**src/rtl/ram_copy_engine.sv**
```systemverilog
// Block-copy master for a single-port synchronous RAM: one read, then one write per word.
// Copies run descending when the destination overlaps ahead of the source (memmove-safe).
module ram_copy_engine #(
  parameter int DATA_WIDTH    = 32,
  parameter int ADDRESS_WIDTH = 12,
  parameter int DEPTH         = 4096
) (
  input  logic                     clk,
  input  logic                     reset_n,
  input  logic                     start,
  input  logic [ADDRESS_WIDTH-1:0] src_addr,
  input  logic [ADDRESS_WIDTH-1:0] dst_addr,
  input  logic [ADDRESS_WIDTH:0]   len,
  input  logic                     abort,
  output logic                     busy,
  output logic                     done,
  output logic                     aborted,
  output logic [ADDRESS_WIDTH:0]   words_done,
  output logic                     ram_wEn,
  output logic [ADDRESS_WIDTH-1:0] ram_addr,
  output logic [DATA_WIDTH-1:0]    ram_dataIn,
  input  logic [DATA_WIDTH-1:0]    ram_dataOut
);
  localparam int AW = ADDRESS_WIDTH;
  localparam logic [AW:0] DEPTH_L = (AW+1)'(DEPTH);

  typedef enum logic [1:0] {IDLE, RD, WR, DONE} state_t;
  state_t state, state_nx;

  logic [AW-1:0] src_r, dst_r, k_r, end_k;
  logic          desc_r;
  logic [AW:0]   len_sat;
  logic [AW-1:0] diff, len_m1;
  logic          go_desc, last_k;

  assign len_sat = (len > DEPTH_L) ? DEPTH_L : len;
  assign diff    = dst_addr - src_addr;
  // Destination ahead of source within the block: copy from the top down.
  assign go_desc = (dst_addr != src_addr) && ({1'b0, diff} < len_sat);
  assign len_m1  = len_sat[AW-1:0] - 1'b1;
  assign last_k  = (k_r == end_k);
  assign done    = (state == DONE);

  always_comb begin
    state_nx   = state;
    busy       = 1'b0;
    ram_wEn    = 1'b0;
    ram_addr   = '0;
    ram_dataIn = '0;
    case (state)
      IDLE: if (start) state_nx = (len_sat == '0) ? DONE : RD;
      RD: begin
        busy     = 1'b1;
        ram_addr = src_r + k_r;
        state_nx = abort ? DONE : WR;
      end
      WR: begin
        busy       = 1'b1;
        ram_wEn    = 1'b1;
        ram_addr   = dst_r + k_r;
        ram_dataIn = ram_dataOut;
        state_nx   = (abort || last_k) ? DONE : RD;
      end
      DONE: state_nx = IDLE;
      default: state_nx = IDLE;
    endcase
  end

  always_ff @(posedge clk) begin
    if (!reset_n) begin
      state      <= IDLE;
      src_r      <= '0;
      dst_r      <= '0;
      k_r        <= '0;
      end_k      <= '0;
      desc_r     <= 1'b0;
      aborted    <= 1'b0;
      words_done <= '0;
    end else begin
      state <= state_nx;
      case (state)
        IDLE: if (start) begin
          src_r      <= src_addr;
          dst_r      <= dst_addr;
          desc_r     <= go_desc;
          k_r        <= go_desc ? len_m1 : '0;
          end_k      <= go_desc ? '0 : len_m1;
          words_done <= '0;
          aborted    <= 1'b0;
        end
        RD: if (abort) aborted <= 1'b1;
        WR: begin
          words_done <= words_done + 1'b1;
          aborted    <= abort;
          k_r        <= desc_r ? k_r - 1'b1 : k_r + 1'b1;
        end
        default: ;
      endcase
    end
  end
endmodule
```
**config.mk**
```make
export PLATFORM = sky130hd
export DESIGN_NAME = ram_copy_engine
export DESIGN_NICKNAME = d
export VERILOG_FILES = /design/src/rtl/ram_copy_engine.sv
export SDC_FILE = /design/constraint.sdc
export NUM_CORES = 1
export LEC_CHECK = 0
export BUFFER_PORTS_ARGS = -buffer_cell sky130_fd_sc_hd__buf_2
export CAP_MARGIN = 30
export CORE_MARGIN = 2
export CORE_UTILIZATION = 49
export CTS_CLUSTER_SIZE = 24
export DETAILED_ROUTE_END_ITERATION = 10
export PLACE_DENSITY_LB_ADDON = 0.3
export SLEW_MARGIN = 40
export SYNTH_ARGS = -nofsm -noshare
export SYNTH_HDL_FRONTEND = slang
export SYNTH_SLANG_ARGS = --single-unit
```
**constraint.sdc**
```tcl
create_clock -name clk -period 4.1 [get_ports clk]
set_input_delay 0.82 -clock clk [delete_from_list [all_inputs] [get_ports clk]]
set_output_delay 0.82 -clock clk [all_outputs]
set_load 0.01 [all_outputs]
```
==> results.sh <==
export IMPL_globalplace_congestion=0.914
export IMPL_die_area_sq_um=11700
export IMPL_drt_iter0_markers=451
export IMPL_maxCapViolCount=0
export IMPL_worstSetupPathType="input port to register"
export IMPL_ir_worst_vdd_mv=0.199
export IMPL_die_h_microns=108
export IMPL_core_area_sq_um=10400
export IMPL_synth_top_area_share_pct=24.6
export IMPL_synth_async_reset_ratio_pct=0
export IMPL_area_growth_syn_to_layout_pct=23.7
export IMPL_critPathArrivalTime_ns=4.29
export IMPL_cts_tree="done"
export IMPL_hold_viol=0
export IMPL_fin_crit_ns=4.01
export IMPL_diodes=0
export IMPL_grt_pass1_wl_microns=23800
export IMPL_die_x_microns=108
export IMPL_setup_tns_final_ns=0
export IMPL_grt_max_degree=57
export IMPL_power_frac_comb_pct=55.8
export IMPL_place_area_sq_um=6160
export IMPL_h_tree_depth=3
export IMPL_synth_area_leaders="dfxtp_1 (25%), ha_1 (12%), nand2_1 (6.7%), and2_1 (5.8%), xnor2_1 (5.5%)"
export IMPL_num_vias=5399
export IMPL_rows=37
export IMPL_cp_end_kind="register"
export IMPL_ys_seq_area_share_pct=24.6
export IMPL_overflow=0
export IMPL_utilization_pct=62.8
export IMPL_cellLeakagePower_nw=3.03
export IMPL_ant_nets=0
export IMPL_nets=946
export IMPL_clock_sinks=65
export IMPL_dp_final_hpwl_microns=11300
export IMPL_ioPinCount=134
export IMPL_slew_headroom_pct=62.5
export IMPL_viasPerCell=5.62
export IMPL_grt_pass1_vias=4986
export IMPL_clock_tree_buffer_depth=2
export IMPL_finalCritPeriodShare_pct=97.7
export IMPL_crit_fanout=5
export IMPL_switchingPower_mw=1.42
export IMPL_fillers=896
export IMPL_syn_avg_cell_area_sq_um=7.81
export IMPL_wirelength_microns=15300
export IMPL_antenna_found_initial=0
export IMPL_wl_per_cell_microns=15.9
export IMPL_drc=0
export IMPL_final_area_sq_um=6550
export IMPL_power_density_nw_per_um2=498
export IMPL_start_util_pct=50.8
export IMPL_drive_gt1_share_pct=28.1
export IMPL_rsz0062_at_grt="yes"
export IMPL_power_switching_share_pct=43.7
export IMPL_numPortBuffers=133
export IMPL_slew_violations=0
export IMPL_finalSetupViolCount=0
export IMPL_hold_class="register to register"
export IMPL_synth_top_area_cell="dfxtp_1"
export IMPL_critPathRequiredTime_ns=4.39
export IMPL_p_seq_share_pct=27.3
export IMPL_yosys_warnings=0
export IMPL_firstDrtPassIters=5
export IMPL_p_int_mw=1.83
export IMPL_syn_nets=803
export IMPL_clkLatencyLatePin_ns=0.34
export IMPL_synth_seq_cells=65
export IMPL_status="completed"
export IMPL_fin_worst_skew_ns=0.0111
export IMPL_tightest_slew_ns=0.556
export IMPL_synth_edf_count=0
export IMPL_cts_root_buf="clkbuf_8"
export IMPL_critPathLaunchType="input port"
export IMPL_cts_hold_buf=0
export IMPL_clkTransAtPathRegs_ns=0.07
export IMPL_synthDistinctLibCells=68
export IMPL_max_freq_mhz=250
export IMPL_synth_cells=678
export IMPL_cts_made_buffers=9
export IMPL_syn_area_sq_um=5290
export IMPL_ys_flop_type="dfxtp_1"
export IMPL_grt_usage_pct=25.6
export IMPL_clock_power_share_pct=16.8
-- through the flow --
stage	std cells	power [mW]	worst slack [ns]	hold WS, ns
floorplan	678	2.06	0.0166	0.440
global placement	935	2.51	-0.260	0.447
detailed placement	935	2.58	-0.353	0.456
CTS	951	3.15	0.00697	0.466
global route	961	3.48	-0.0415	0.486
finish	961	3.26	0.0944	0.463
-- worst paths after layout --
kind | start | end | slack [ns] | cells after the start
max | dst_addr[0] | k_r[1]$_SDFFE_PN0P_ | 0.09 | 20
min | dst_r[6]$_SDFFE_PN0P_ | dst_r[6]$_SDFFE_PN0P_ | 0.46 | 2
max reg2reg | state[0]$_SDFFE_PN0P_ | words_done[5]$_SDFFE_PN0P_ | 1.32 | 9
min reg2reg | dst_r[6]$_SDFFE_PN0P_ | dst_r[6]$_SDFFE_PN0P_ | 0.46 | 2
-- power groups by stage --
| stage | sequential [mW] | combinational (mW) | clock (mW) |
|---|---|---|---|
| global route | 0.902 | 2.00 | 0.579 |
| CTS | 0.883 | 1.71 | 0.550 |
| detailed placement | 0.896 | 1.68 | 0 |
| finish | 0.890 | 1.82 | 0.549 |
| global placement | 0.888 | 1.63 | 0 |
| floorplan | 0.840 | 1.22 | 0 |
-- metal layers --
metal,vias up,part of all wire [%],track usage [%]
met5,-,0,0
met4,0,2.7,9.89
met3,35,6.4,3.62
met2,223,46,40.7
met1,2507,44,35.2
li1,2634,-,-
-- final cells by class --
| cell class | count | area [sq um] | share of cell area (%) |
|---|---|---|---|
| Sequential cell | 65 | 1300 | 19.9 |
| Inverter | 30 | 113 | 1.72 |
| Multi-Input combinational cell | 550 | 3850 | 58.9 |
| Timing Repair Buffer | 165 | 911 | 13.9 |
| Tap cell | 136 | 170 | 2.60 |
| Clock inverter | 3 | 40.0 | 0.612 |
| Clock buffer | 12 | 155 | 2.37 |
-- kinds of logic after synthesis --
kind of cell	count (synthesis)	share of synthesized area [%]
fa+ha+maj	52	12.7
simple gates	264	25.5
flops	65	24.6
buf+inv	64	5.06
compound gates	164	20.1
xor+xnor	53	8.77
mux	16	3.29
-- cell usage after synthesis, types with 5 or more instances --
| master | instances |
|---|---|
| a21oi_1 | 43 |
| nand2_1 | 95 |
| clkbuf_1 | 23 |
| nand4_1 | 9 |
| ha_1 | 49 |
| dfxtp_1 | 65 |
| nand3_1 | 13 |
| and2_1 | 49 |
| or3_1 | 6 |
| xor2_1 | 20 |
| a31oi_1 | 5 |
| a21boi_0 | 24 |
| buf_2 | 7 |
| inv_1 | 29 |
| o21ai_1 | 8 |
| and3_1 | 6 |
| xnor2_1 | 33 |
| nor2b_1 | 13 |
| mux2_2 | 11 |
| nor2_1 | 32 |
| a22oi_1 | 5 |
| o21ai_0 | 36 |
| mux2i_1 | 5 |
| a21o_1 | 6 |
| nor3_1 | 17 |
-- sequential cells by signal, summed over array words and instances (netlist names) --
name	count
dst_r	12
src_r	12
k_r	12
end_k	12
words_done	13
aborted	1
desc_r	1
state	2
-- cells in the final DEF, fill, tap and decap left out, types with 6 or more instances in the layout --
master | netlist | final
a21boi_0 | 24 | 24
a21o_1 | 6 | 6
a21oi_1 | 43 | 40
and2_1 | 49 | 49
and3_1 | 6 | 6
buf_2 | 7 | 134
buf_4 | 1 | 29
clkbuf_8 | 0 | 11
dfxtp_1 | 65 | 64
ha_1 | 49 | 47
inv_1 | 29 | 27
mux2_2 | 11 | 11
nand2_1 | 95 | 95
nand3_1 | 13 | 13
nand4_1 | 9 | 9
nor2_1 | 32 | 31
nor2b_1 | 13 | 13
nor3_1 | 17 | 14
o21ai_0 | 36 | 35
or3_1 | 6 | 6
xnor2_1 | 33 | 33
xor2_1 | 20 | 20
-- timing repair --
item,in CTS,in global routing
setup endpoints to repair,5,26
gates resized for setup,2,21
hold endpoints to repair,0,0
cloned,0,1
pin swaps,0,8
buffers inserted,1,9
-- critical path, stage by stage --
cell,delay (ns)
buf_2,0.11
inv_1,0.05
ha_2,0.18
inv_2,0.04
fa_2,0.33
a21o_1,0.17
a21oi_2,0.15
nor2b_1,0.06
o21a_1,0.20
o41ai_4,0.29
nand3_1,0.14
o311ai_2,0.10
ha_1,0.29
a21o_1,0.18
a21oi_2,0.16
o21ai_2,0.10
a211o_4,0.33
buf_4,0.17
nor3_1,0.18
o221a_2,0.23
Note: power is estimated with default switching activity, not from simulation.
